## config.mk

```make
export PLATFORM = sky130hd
export DESIGN_NAME = usb_port_monitor
export DESIGN_NICKNAME = d
export VERILOG_FILES = /design/src/rtl/usb_port_monitor.sv
export SDC_FILE = /design/constraint.sdc
export NUM_CORES = 1
export LEC_CHECK = 0
export BUFFER_PORTS_ARGS = -buffer_cell sky130_fd_sc_hd__buf_2
export CAP_MARGIN = 0
export CELL_PAD_IN_SITES_DETAIL_PLACEMENT = 1
export CELL_PAD_IN_SITES_GLOBAL_PLACEMENT = 1
export CORE_MARGIN = 3
export CORE_UTILIZATION = 50
export DETAILED_ROUTE_END_ITERATION = 8
export GPL_TIMING_DRIVEN = 0
export HOLD_SLACK_MARGIN = 0.06
export PLACE_DENSITY = 0.93
export SLEW_MARGIN = 40
export SYNTH_ARGS = -nofsm -noshare
export SYNTH_HDL_FRONTEND = slang
export SYNTH_SLANG_ARGS = --single-unit
```

## constraint.sdc

```tcl
create_clock -name clk -period 4.6 [get_ports clk]
set_input_delay 0.46 -clock clk [delete_from_list [all_inputs] [get_ports clk]]
set_output_delay 0.46 -clock clk [all_outputs]
set_load 0.01 [all_outputs]
```

## src/rtl/usb_port_monitor.sv

```systemverilog
// Per-port USB line-state monitor (bus reset, suspend/resume, SE1) plus device address staging.
// Suspend detection is built only when USB_SUSPEND_DETECT_EN is defined.
module usb_port_monitor #(
    parameter int NUM_PORTS      = 4,
    parameter int RESET_CYCLES   = 480_000,
    parameter int SUSPEND_CYCLES = 144_000
) (
    input  logic                   clk,
    input  logic                   rst,
    input  logic [2*NUM_PORTS-1:0] line_i,
    input  logic                   addr_stage_i,
    input  logic [6:0]             addr_i,
    input  logic                   addr_commit_i,
    output logic [2*NUM_PORTS-1:0] port_state_o,
    output logic [NUM_PORTS-1:0]   bus_reset_o,
    output logic [NUM_PORTS-1:0]   resume_o,
    output logic [NUM_PORTS-1:0]   se1_err_o,
    output logic [6:0]             dev_addr_o,
    output logic                   addr_valid_o
);
    localparam int MAXC = (RESET_CYCLES > SUSPEND_CYCLES) ? RESET_CYCLES : SUSPEND_CYCLES;
    localparam int CW = $clog2(MAXC) + 1;
    localparam logic [CW-1:0] RST_MAX = CW'(RESET_CYCLES);
    localparam logic [CW-1:0] RST_HIT = CW'(RESET_CYCLES - 1);

    localparam logic [1:0] ST_ACTIVE = 2'b00;
    localparam logic [1:0] ST_RESET  = 2'b01;
    localparam logic [1:0] LN_SE0    = 2'b00;
    localparam logic [1:0] LN_K      = 2'b01;
    localparam logic [1:0] LN_J      = 2'b10;
    localparam logic [1:0] LN_SE1    = 2'b11;

    logic [NUM_PORTS-1:0][1:0]    state_q, state_d;
    logic [NUM_PORTS-1:0][CW-1:0] se0_q, se0_d;
    logic [NUM_PORTS-1:0]         bus_reset_q, bus_reset_d;
    logic [NUM_PORTS-1:0]         se1_err_q, se1_err_d;
    logic [6:0]                   pend_q, pend_d;
    logic                         pend_vld_q, pend_vld_d;
    logic [6:0]                   dev_addr_q, dev_addr_d;

`ifdef USB_SUSPEND_DETECT_EN
    localparam logic [1:0]    ST_SUSP = 2'b10;
    localparam logic [CW-1:0] SUS_MAX = CW'(SUSPEND_CYCLES);
    localparam logic [CW-1:0] SUS_HIT = CW'(SUSPEND_CYCLES - 1);
    logic [NUM_PORTS-1:0][CW-1:0] j_q, j_d;
    logic [NUM_PORTS-1:0]         resume_q, resume_d;
    logic [NUM_PORTS-1:0]         sus_hit;
`endif

    // Output process: per-port event detection feeding the pulse registers
    always_comb begin
        bus_reset_d = '0;
        se1_err_d   = '0;
`ifdef USB_SUSPEND_DETECT_EN
        resume_d    = '0;
        sus_hit     = '0;
`endif
        for (int p = 0; p < NUM_PORTS; p++) begin
            bus_reset_d[p] = (line_i[2*p +: 2] == LN_SE0) && (se0_q[p] == RST_HIT);
            se1_err_d[p]   = (line_i[2*p +: 2] == LN_SE1);
`ifdef USB_SUSPEND_DETECT_EN
            resume_d[p] = (line_i[2*p +: 2] == LN_K) && (state_q[p] == ST_SUSP);
            sus_hit[p]  = (line_i[2*p +: 2] == LN_J) && (state_q[p] == ST_ACTIVE)
                          && (j_q[p] == SUS_HIT);
`endif
        end
    end

    // Next-state process
    always_comb begin
        state_d = state_q;
        se0_d   = se0_q;
`ifdef USB_SUSPEND_DETECT_EN
        j_d     = j_q;
`endif
        for (int p = 0; p < NUM_PORTS; p++) begin
            unique case (line_i[2*p +: 2])
                LN_SE0: begin
                    if (se0_q[p] != RST_MAX) se0_d[p] = se0_q[p] + 1'b1;
`ifdef USB_SUSPEND_DETECT_EN
                    j_d[p] = '0;
`endif
                    if (bus_reset_d[p]) state_d[p] = ST_RESET;
                end
                LN_J: begin
                    se0_d[p] = '0;
                    if (state_q[p] == ST_RESET) begin
                        state_d[p] = ST_ACTIVE;
`ifdef USB_SUSPEND_DETECT_EN
                        j_d[p] = '0;
                    end else begin
                        if (j_q[p] != SUS_MAX) j_d[p] = j_q[p] + 1'b1;
                        if (sus_hit[p]) state_d[p] = ST_SUSP;
`endif
                    end
                end
                LN_K: begin
                    se0_d[p] = '0;
`ifdef USB_SUSPEND_DETECT_EN
                    j_d[p] = '0;
                    if (resume_d[p]) state_d[p] = ST_ACTIVE;
`endif
                    if (state_q[p] == ST_RESET) state_d[p] = ST_ACTIVE;
                end
                LN_SE1: begin
                    se0_d[p] = '0;
`ifdef USB_SUSPEND_DETECT_EN
                    j_d[p] = '0;
`endif
                end
                default: ;
            endcase
        end
    end

    // Port 0 reset wins over any simultaneous stage/commit
    always_comb begin
        pend_d     = pend_q;
        pend_vld_d = pend_vld_q;
        dev_addr_d = dev_addr_q;
        if (bus_reset_d[0]) begin
            pend_d     = '0;
            pend_vld_d = 1'b0;
            dev_addr_d = '0;
        end else if (addr_commit_i && addr_stage_i) begin
            dev_addr_d = addr_i;
            pend_vld_d = 1'b0;
        end else if (addr_commit_i && pend_vld_q) begin
            dev_addr_d = pend_q;
            pend_vld_d = 1'b0;
        end else if (addr_stage_i) begin
            pend_d     = addr_i;
            pend_vld_d = 1'b1;
        end
    end

    // State register process
    always_ff @(posedge clk or posedge rst) begin
        if (rst) begin
            state_q     <= '0;
            se0_q       <= '0;
            bus_reset_q <= '0;
            se1_err_q   <= '0;
            pend_q      <= '0;
            pend_vld_q  <= 1'b0;
            dev_addr_q  <= '0;
`ifdef USB_SUSPEND_DETECT_EN
            j_q         <= '0;
            resume_q    <= '0;
`endif
        end else begin
            state_q     <= state_d;
            se0_q       <= se0_d;
            bus_reset_q <= bus_reset_d;
            se1_err_q   <= se1_err_d;
            pend_q      <= pend_d;
            pend_vld_q  <= pend_vld_d;
            dev_addr_q  <= dev_addr_d;
`ifdef USB_SUSPEND_DETECT_EN
            j_q         <= j_d;
            resume_q    <= resume_d;
`endif
        end
    end

    assign port_state_o = state_q;
    assign bus_reset_o  = bus_reset_q;
    assign se1_err_o    = se1_err_q;
    assign dev_addr_o   = dev_addr_q;
    assign addr_valid_o = (dev_addr_q != 7'd0);
`ifdef USB_SUSPEND_DETECT_EN
    assign resume_o = resume_q;
`else
    assign resume_o = '0;
`endif

endmodule
```

==> impl_metrics.py, run 1 <==
metrics = {
    "floorplanning": {
        "rows": 38,
        "io_pins": 47,
        "dieArea_um2": 13000,
        "fp.coreArea_um2": 11100,
        "die_w_um": 114,
        "initial_utilization_pct": 52.4,
        "die_y_um": 114,
    },
    "clock_network": {
        "cts_num_sinks": 107,
        "htree_num_levels": 3,
        "cts.path.max_buffers": 2,
        "root_buffer": "clkbuf_16",
        "cts_tree": "yes",
        "numCtsBuffers": 9,
        "cts_setup_buffers": 0,
        "clk_pin_slew_worst_paths_ns": 0.07,
        "clk_latency_ns": 0.36,
    },
    "cells_and_area": {
        "n_antenna_cell": 0,
        "syn_to_final_growth_pct": 12.7,
        "fin_nets": 704,
        "drive_above_1_share_pct": 12.3,
    },
    "pwr": {
        "p_leak_uw": 0.00269,
        "p_per_area_nw_per_um2": 301,
        "power.total_uw": 1970,
        "peakVddDrop_v": 0.000273,
    },
    "run_status": {
        "status": "finished, final reports clean",
    },
    "worst_setup_path": {
        "crit_top_cell": "or3_1",
        "worst_setup_path_end_kind": "flop",
        "cpLargestDelayFamily": "simple AND/OR/NAND/NOR gates",
        "cp.buffers_inverters": 1,
        "cp_max_fo": 10,
        "cp.required_ns": 4.84,
        "crit_type": "flop to flop",
        "critPathArrivalTime_ns": 2.64,
        "start_kind": "flop",
        "max_stage_delay_ns": 0.45,
        "cp_slowest_cell": "or3_1",
        "cp_cell_sequence": "ha_1, nand3_1, or3_1, clkbuf_1, or3_1, o311a_1",
    },
    "route": {
        "drc": 0,
        "antenna_left": 0,
        "route.met3.wl_um": 470,
        "dr_total_vias": 4911,
        "maxUsedRoutingLayer": "met4",
        "wl_met2_um": 8170,
        "drt-pass1-iter-count": 4,
        "dr.first_iter.drc_count": 229,
        "drt_wl_total_um": 15300,
        "wl_per_cell_um": 18.9,
        "avgViaCountPerCell": 6.07,
        "wl_met1_um": 6300,
    },
    "synthesis": {
        "syn_inst": 608,
        "synthMuxAreaShare_pct": 1.89,
        "ys.flop_type": "dfrtp_1",
        "synth_area_um2": 5830,
        "yosysWarningCount": 0,
        "synth_seq_cells": 107,
        "synthTopCellsByArea": "dfrtp_1 46%, ha_1 4.3%, nor2_1 3.9%",
        "syn-mean-instance-area_um2": 9.59,
        "synth-simple-area-share_pct": 26.9,
        "ys_async_sr_fraction_pct": 100,
        "synth_compound_area_share_pct": 10.3,
        "synth_enable_flop_cells": 0,
        "yosysTopAreaCell": "dfrtp_1",
        "netlist.area_leader.share_pct": 45.9,
        "synth_top_family_by_area": "simple AND/OR/NAND/NOR gates",
        "synth-adder-area-share_pct": 4.29,
        "synthXorXnorAreaFrac_pct": 5.86,
        "synth.yosys.seq_area_share_pct": 45.9,
        "yosysUniqueCellTypes": 57,
    },
    "placement": {
        "portBuffers": 37,
        "dp_hpwl_um": 10400,
        "place_congestion": 0.815,
    },
    "sta": {
        "hold_viol_final": 0,
        "fin_crit_ns": 2.40,
        "worstMarginPinSlew_ns": 0.745,
        "skew_ns": 0.00707,
        "fin_tns_setup_ns": 0,
        "drv_slew": 0,
        "fmax_mhz": 416,
        "finalSetupViolCount": 0,
        "grt_setup_unrepaired": "false",
        "final.period_utilization_pct": 52.2,
        "max_slew_margin_pct": 50.1,
    },
    "global_routing": {
        "grt_pass1_wl_um": 25900,
        "grt_max_degree": 83,
        "antenna_found_initial": 0,
        "grt_use_total_pct": 24.7,
        "overflow": 0,
        "grt_pass1_vias": 5334,
    },
    "run": {
        "drv_cap": 0,
    },
    "worst_hold_path": {
        "min_path_type": "input port to flop",
    },
}
## tightest hold or removal path, stage by stage
cell     delay (ns)
buf_2          0.09
mux2i_1        0.06
nor2_1         0.08
## where the power goes
part           internal, µW  switching, µW  leakage (µW)
Sequential              970           23.6       0.00144
Combinational          62.4            100       0.00110
Clock                   473            345      0.000152
Total                  1510            469       0.00269
## cell type report
type                    count  area, µm²
plain buffers              24        148
clock buffers              10        229
clock inverters             5       78.8
fillers                  1280       4560
inverters                  34        135
multi-input cells         450       2900
flip-flops and latches    107       2680
well taps                 140        175
repair buffers             39        223
## synthesized netlist by cell type, types with 5 or more instances
cell / n
a21oi_1: 33
and3_1: 8
and4_1: 8
buf_4: 8
clkbuf_1: 9
dfrtp_1: 107
ha_1: 20
inv_1: 33
mux2i_1: 11
nand2_1: 32
nand2b_1: 9
nand3_1: 32
nand4_1: 24
nor2_1: 61
nor3_1: 13
nor4_1: 13
nor4b_1: 5
o21ai_0: 25
o22ai_1: 9
o2bb2ai_1: 7
o31ai_1: 10
or3_1: 27
or4_1: 14
xnor2_1: 17
xor2_1: 22
## routing by layer
layer  up-vias  global-route usage, %
li1       2307                      -
met1      2485                   29.4
met4         0                   9.58
met2        90                   43.7
met5         -                      0
met3        29                   4.77
## cells by family after synthesis
kind of cell / after synthesis
fa+ha+maj: 20
buf+inv: 58
simple gates: 275
compound gates: 97
flops: 107
xor+xnor: 39
mux: 11
other cells: 1
## layout by cell type (no fill, tap or decap), types with 13 or more instances in the layout
master,n
nor4_1,13
a21oi_1,33
nor3_1,13
or3_1,27
buf_2,41
nand4_1,24
or4_1,14
ha_1,20
o21ai_0,25
nor2_1,61
dfrtp_1,107
xor2_1,22
inv_1,32
nand2_1,32
xnor2_1,17
nand3_1,32
## what timing repair did
item	4_1_cts	5_1_grt
hold buffers	1	0
gates resized for setup	0	0
hold endpoints to repair	25	0
## metrics by stage
step | cell area, µm² | hold WS [ns] | utilization, % | setup slack, ns | std cells
2_1_floorplan | 5850 | 0.487 | - | 1.32 | 615
3_3_place_gp | 6210 | 0.501 | 55.9 | 0.123 | 792
3_5_place_dp | 6250 | 0.432 | 56.2 | 2.26 | 793
4_1_cts | 6570 | 0.363 | 59.0 | 2.19 | 809
5_1_grt | 6570 | 0.397 | 59.0 | 1.98 | 809
6_report | 6570 | 0.368 | 59.0 | 2.20 | 809
## worst paths after layout
kind	from	slack (ns)	end	depth (start not counted)
worst max-delay path	se0_q[40]	2.20	port_state_o[4]	6
worst min-delay path	addr_i[4]	0.37	pend_q[4]	3
worst max register to register	se0_q[40]	2.20	port_state_o[4]	6
worst min register to register	pend_q[1]	0.54	pend_q[1]	2
max in group asynchronous	rst	3.36	bus_reset_o[0]	4
min in group asynchronous	rst	0.60	port_state_o[6]	3
## registers in the layout, summed over array words and instances, names as in the netlist
register / count
bus_reset_o: 4
port_state_o: 4
pend_vld_q: 1
pend_q: 7
se0_q: 80
se1_err_o: 4
dev_addr_o: 7
No activity file was read; power rests on OpenSTA's default activity.
==> run 2, diff against run 1 <==
--- a/config.mk
+++ b/config.mk
@@ -5,16 +5,17 @@
 export SDC_FILE = /design/constraint.sdc
 export NUM_CORES = 1
 export LEC_CHECK = 0
+export ABC_AREA = 1
 export BUFFER_PORTS_ARGS = -buffer_cell sky130_fd_sc_hd__buf_2
 export CAP_MARGIN = 0
 export CELL_PAD_IN_SITES_DETAIL_PLACEMENT = 1
 export CELL_PAD_IN_SITES_GLOBAL_PLACEMENT = 1
 export CORE_MARGIN = 3
-export CORE_UTILIZATION = 50
+export CORE_UTILIZATION = 40
 export DETAILED_ROUTE_END_ITERATION = 8
 export GPL_TIMING_DRIVEN = 0
 export HOLD_SLACK_MARGIN = 0.06
-export PLACE_DENSITY = 0.93
+export PLACE_DENSITY = 0.85
 export SLEW_MARGIN = 40
 export SYNTH_ARGS = -nofsm -noshare
 export SYNTH_HDL_FRONTEND = slang
==> constraint.sdc (replaced) <==
create_clock -name clk -period 1.96 [get_ports clk]
set_input_delay 0.196 -clock clk [delete_from_list [all_inputs] [get_ports clk]]
set_output_delay 0.196 -clock clk [all_outputs]
set_load 0.01 [all_outputs]
==> run 2 against run 1 <==
Net effect:
- first-iteration DRC count rose by 16%
- sequential share of layout area fell by 3.2 points
- clock-buffer cell count did not move
- synthesized cell count rose by 41%
- wire length rose by 1.6%
- clock power rose by 130%
==> impl_metrics.py, run 2 <==
metrics = {
    "run_status": {
        "status": "finished, final reports clean",
    },
    "worst_setup_path": {
        "crit_type": "flop to flop",
        "start_kind": "flop",
        "cp_slowest_cell": "dfrtp_1",
        "cp_cell_sequence": "ha_1, nand3_2, inv_2, nand2_4, nor2_4, nand3_4, nand2_2, inv_2, nand2_1, nand2_1",
        "max_stage_delay_ns": 0.39,
        "worst_setup_path_end_kind": "flop",
        "critPathArrivalTime_ns": 1.97,
        "cp_max_fo": 10,
        "cp.required_ns": 2.20,
    },
    "global_routing": {
        "grt_use_total_pct": 19.8,
        "grt_pass1_vias": 5835,
        "antenna_found_initial": 0,
        "grt_max_degree": 24,
        "grt_pass1_wl_um": 27300,
        "overflow": 0,
    },
    "run": {
        "drv_cap": 0,
    },
    "pwr": {
        "p_per_area_nw_per_um2": 656,
        "p_leak_uw": 0.00350,
        "peakVddDrop_v": 0.000465,
    },
    "floorplanning": {
        "die_y_um": 131,
        "fp.coreArea_um2": 14900,
        "io_pins": 47,
        "initial_utilization_pct": 41.8,
        "rows": 44,
        "dieArea_um2": 17100,
        "die_w_um": 131,
    },
    "placement": {
        "dp_hpwl_um": 12100,
        "dp_slack_ns": 0.232,
        "portBuffers": 38,
        "place_congestion": 0.846,
        "placed_cells": 1089,
        "dpl_cell_area_um2": 6800,
    },
    "route": {
        "drt_wl_total_um": 15500,
        "drt-pass1-iter-count": 4,
        "dr_total_vias": 5490,
        "wl_per_cell_um": 14.0,
        "dr.first_iter.drc_count": 266,
        "drc": 0,
        "antenna_left": 0,
        "avgViaCountPerCell": 4.96,
    },
    "clock_network": {
        "cts.path.max_buffers": 2,
        "clk_latency_ns": 0.36,
        "ctsResizeCount": 0,
        "clk_pin_slew_worst_paths_ns": 0.08,
        "cts_tree": "yes",
        "cts_num_sinks": 107,
        "root_buffer": "clkbuf_16",
        "htree_num_levels": 3,
        "numCtsBuffers": 9,
    },
    "synthesis": {
        "synth_seq_cells": 107,
        "syn-mean-instance-area_um2": 7.27,
        "syn_inst": 855,
        "netlist.area_leader.share_pct": 43.1,
        "synthTopCellsByArea": "dfrtp_1 43%, nand2_1 13%, inv_1 7.7%",
        "synth_area_um2": 6220,
        "synth_enable_flop_cells": 0,
        "ys_async_sr_fraction_pct": 100,
        "yosysTopAreaCell": "dfrtp_1",
        "yosysMostFrequentCell": "nand2_1",
        "yosysWarningCount": 0,
        "yosysUniqueCellTypes": 37,
        "synth.yosys.seq_area_share_pct": 43.1,
        "synthTopCellsByCount": "211 x nand2_1, 128 x inv_1, 127 x nor2_1, 107 x dfrtp_1, 59 x nand3_1",
        "ys.flop_type": "dfrtp_1",
    },
    "sta": {
        "max_slew_margin_pct": 64.3,
        "fin_crit_ns": 1.73,
        "finalSetupViolCount": 0,
        "finalWorstSetupSlack_ns": 0.232,
        "final.period_utilization_pct": 88.1,
        "grt_setup_unrepaired": "false",
        "worstMarginPinSlew_ns": 0.536,
        "skew_ns": 0.0103,
        "drv_slew": 0,
        "hold_viol_final": 0,
        "fmax_mhz": 579,
    },
    "cells_and_area": {
        "seqCellArea_um2": 2680,
        "multi_input_area_um2": 2940,
        "layout_common_cells": "211 x nand2_1, 127 x inv_1, 127 x nor2_1",
        "finalInstanceArea_um2": 7120,
        "regMostFlops": "se0_q",
        "drive_above_1_share_pct": 12.1,
        "layout_commonest_cell": "nand2_1",
        "syn_to_final_growth_pct": 14.5,
        "fin_nets": 956,
        "fin_cells": 1106,
        "n_antenna_cell": 0,
        "fillers": 1927,
        "largest_reg_flops": 80,
    },
    "worst_hold_path": {
        "min_path_type": "input port to flop",
    },
}
-- run 2: changes by cell type after synthesis, moves of 11 or more --
cell     previous run  this run
nand3_1            32        59
mux2i_1            11         0
xnor2_1            17         2
nor3_1             13        40
nor2_1             61       127
inv_2               0        12
a21oi_1            33        17
or3_1              27         0
inv_1              33       128
or4_1              14         0
nand2_1            32       211
nor4_1             13         1
-- run 2: report_power, final --
group | total, µW | leakage [µW] | internal (µW) | switching, µW
Sequential | 2320 | 0.00145 | 2280 | 44.1
Clock | 1910 | 0.000142 | 1040 | 874
Combinational | 438 | 0.00191 | 168 | 269
-- run 2: area by class of cell --
class	instances	share of cell area, %
Buffer	13	1.18
Clock buffer	10	3.36
Clock inverter	6	0.984
Inverter	146	7.75
Multi-Input combinational cell	596	41.2
Sequential cell	107	37.6
Tap cell	184	3.23
Timing Repair Buffer	44	4.64
-- run 2: worst paths after layout --
| check | cells past startpoint | startpoint | slack, ns | to |
|---|---|---|---|---|
| worst max-delay path | 10 | se0_q[0] | 0.23 | dev_addr_o[2] |
| worst min-delay path | 2 | line_i[3] | 0.11 | se1_err_o[1] |
| worst max register to register | 10 | se0_q[0] | 0.23 | dev_addr_o[2] |
| worst min register to register | 2 | dev_addr_o[5] | 0.50 | dev_addr_o[5] |
| max in group asynchronous | 5 | rst | 0.87 | se0_q[59] |
| min in group asynchronous | 3 | rst | 0.43 | se0_q[61] |
-- run 2: cell families after synthesis --
logic type,synth area share [%]
simple gates,34.8
xor+xnor,2.82
flops,43.1
other cells,0.0603
compound gates,5.11
buf+inv,10.2
fa+ha+maj,4.02
-- run 2: critical path: cells and delay by family (launching register included) --
| family | cells | cell delay (ns) |
|---|---|---|
| adders and majority gates | 1 | 0.28 |
| DFF | 1 | 0.39 |
| and+or+nand+nor | 7 | 0.75 |
| buffers and inverters | 2 | 0.19 |
-- run 2: metal layers --
layer / wire [µm] / global-route usage (%) / vias to the layer above / part of all wire, %
met5: 0 / 0 / - / 0
met4: 208 / 5.20 / 0 / 1.3
met3: 363 / 3.98 / 18 / 2.3
met2: 7730 / 34.5 / 49 / 50
met1: 7210 / 25.1 / 2653 / 46
li1: - / - / 2770 / -
-- run 2: repair_timing --
| item | 4_1_cts | 5_1_grt |
|---|---|---|
| setup buffers | 0 | 0 |
| hold buffers | 1 | 0 |
| hold endpoints to repair | 12 | 0 |
-- run 2: per-stage QoR --
| step | TNS (ns) | util [%] | hold slack (ns) | total power (µW) |
|---|---|---|---|---|
| after floorplan | 0 | - | 0.342 | 2620 |
| after global placement | -39.12 | 44.9 | 0.475 | 2750 |
| after detailed placement | 0 | 45.7 | 0.256 | 2810 |
| after CTS | 0 | 47.9 | 0.101 | 4740 |
| after global routing | 0 | 47.9 | 0.108 | 4880 |
| final | 0 | 47.9 | 0.109 | 4670 |
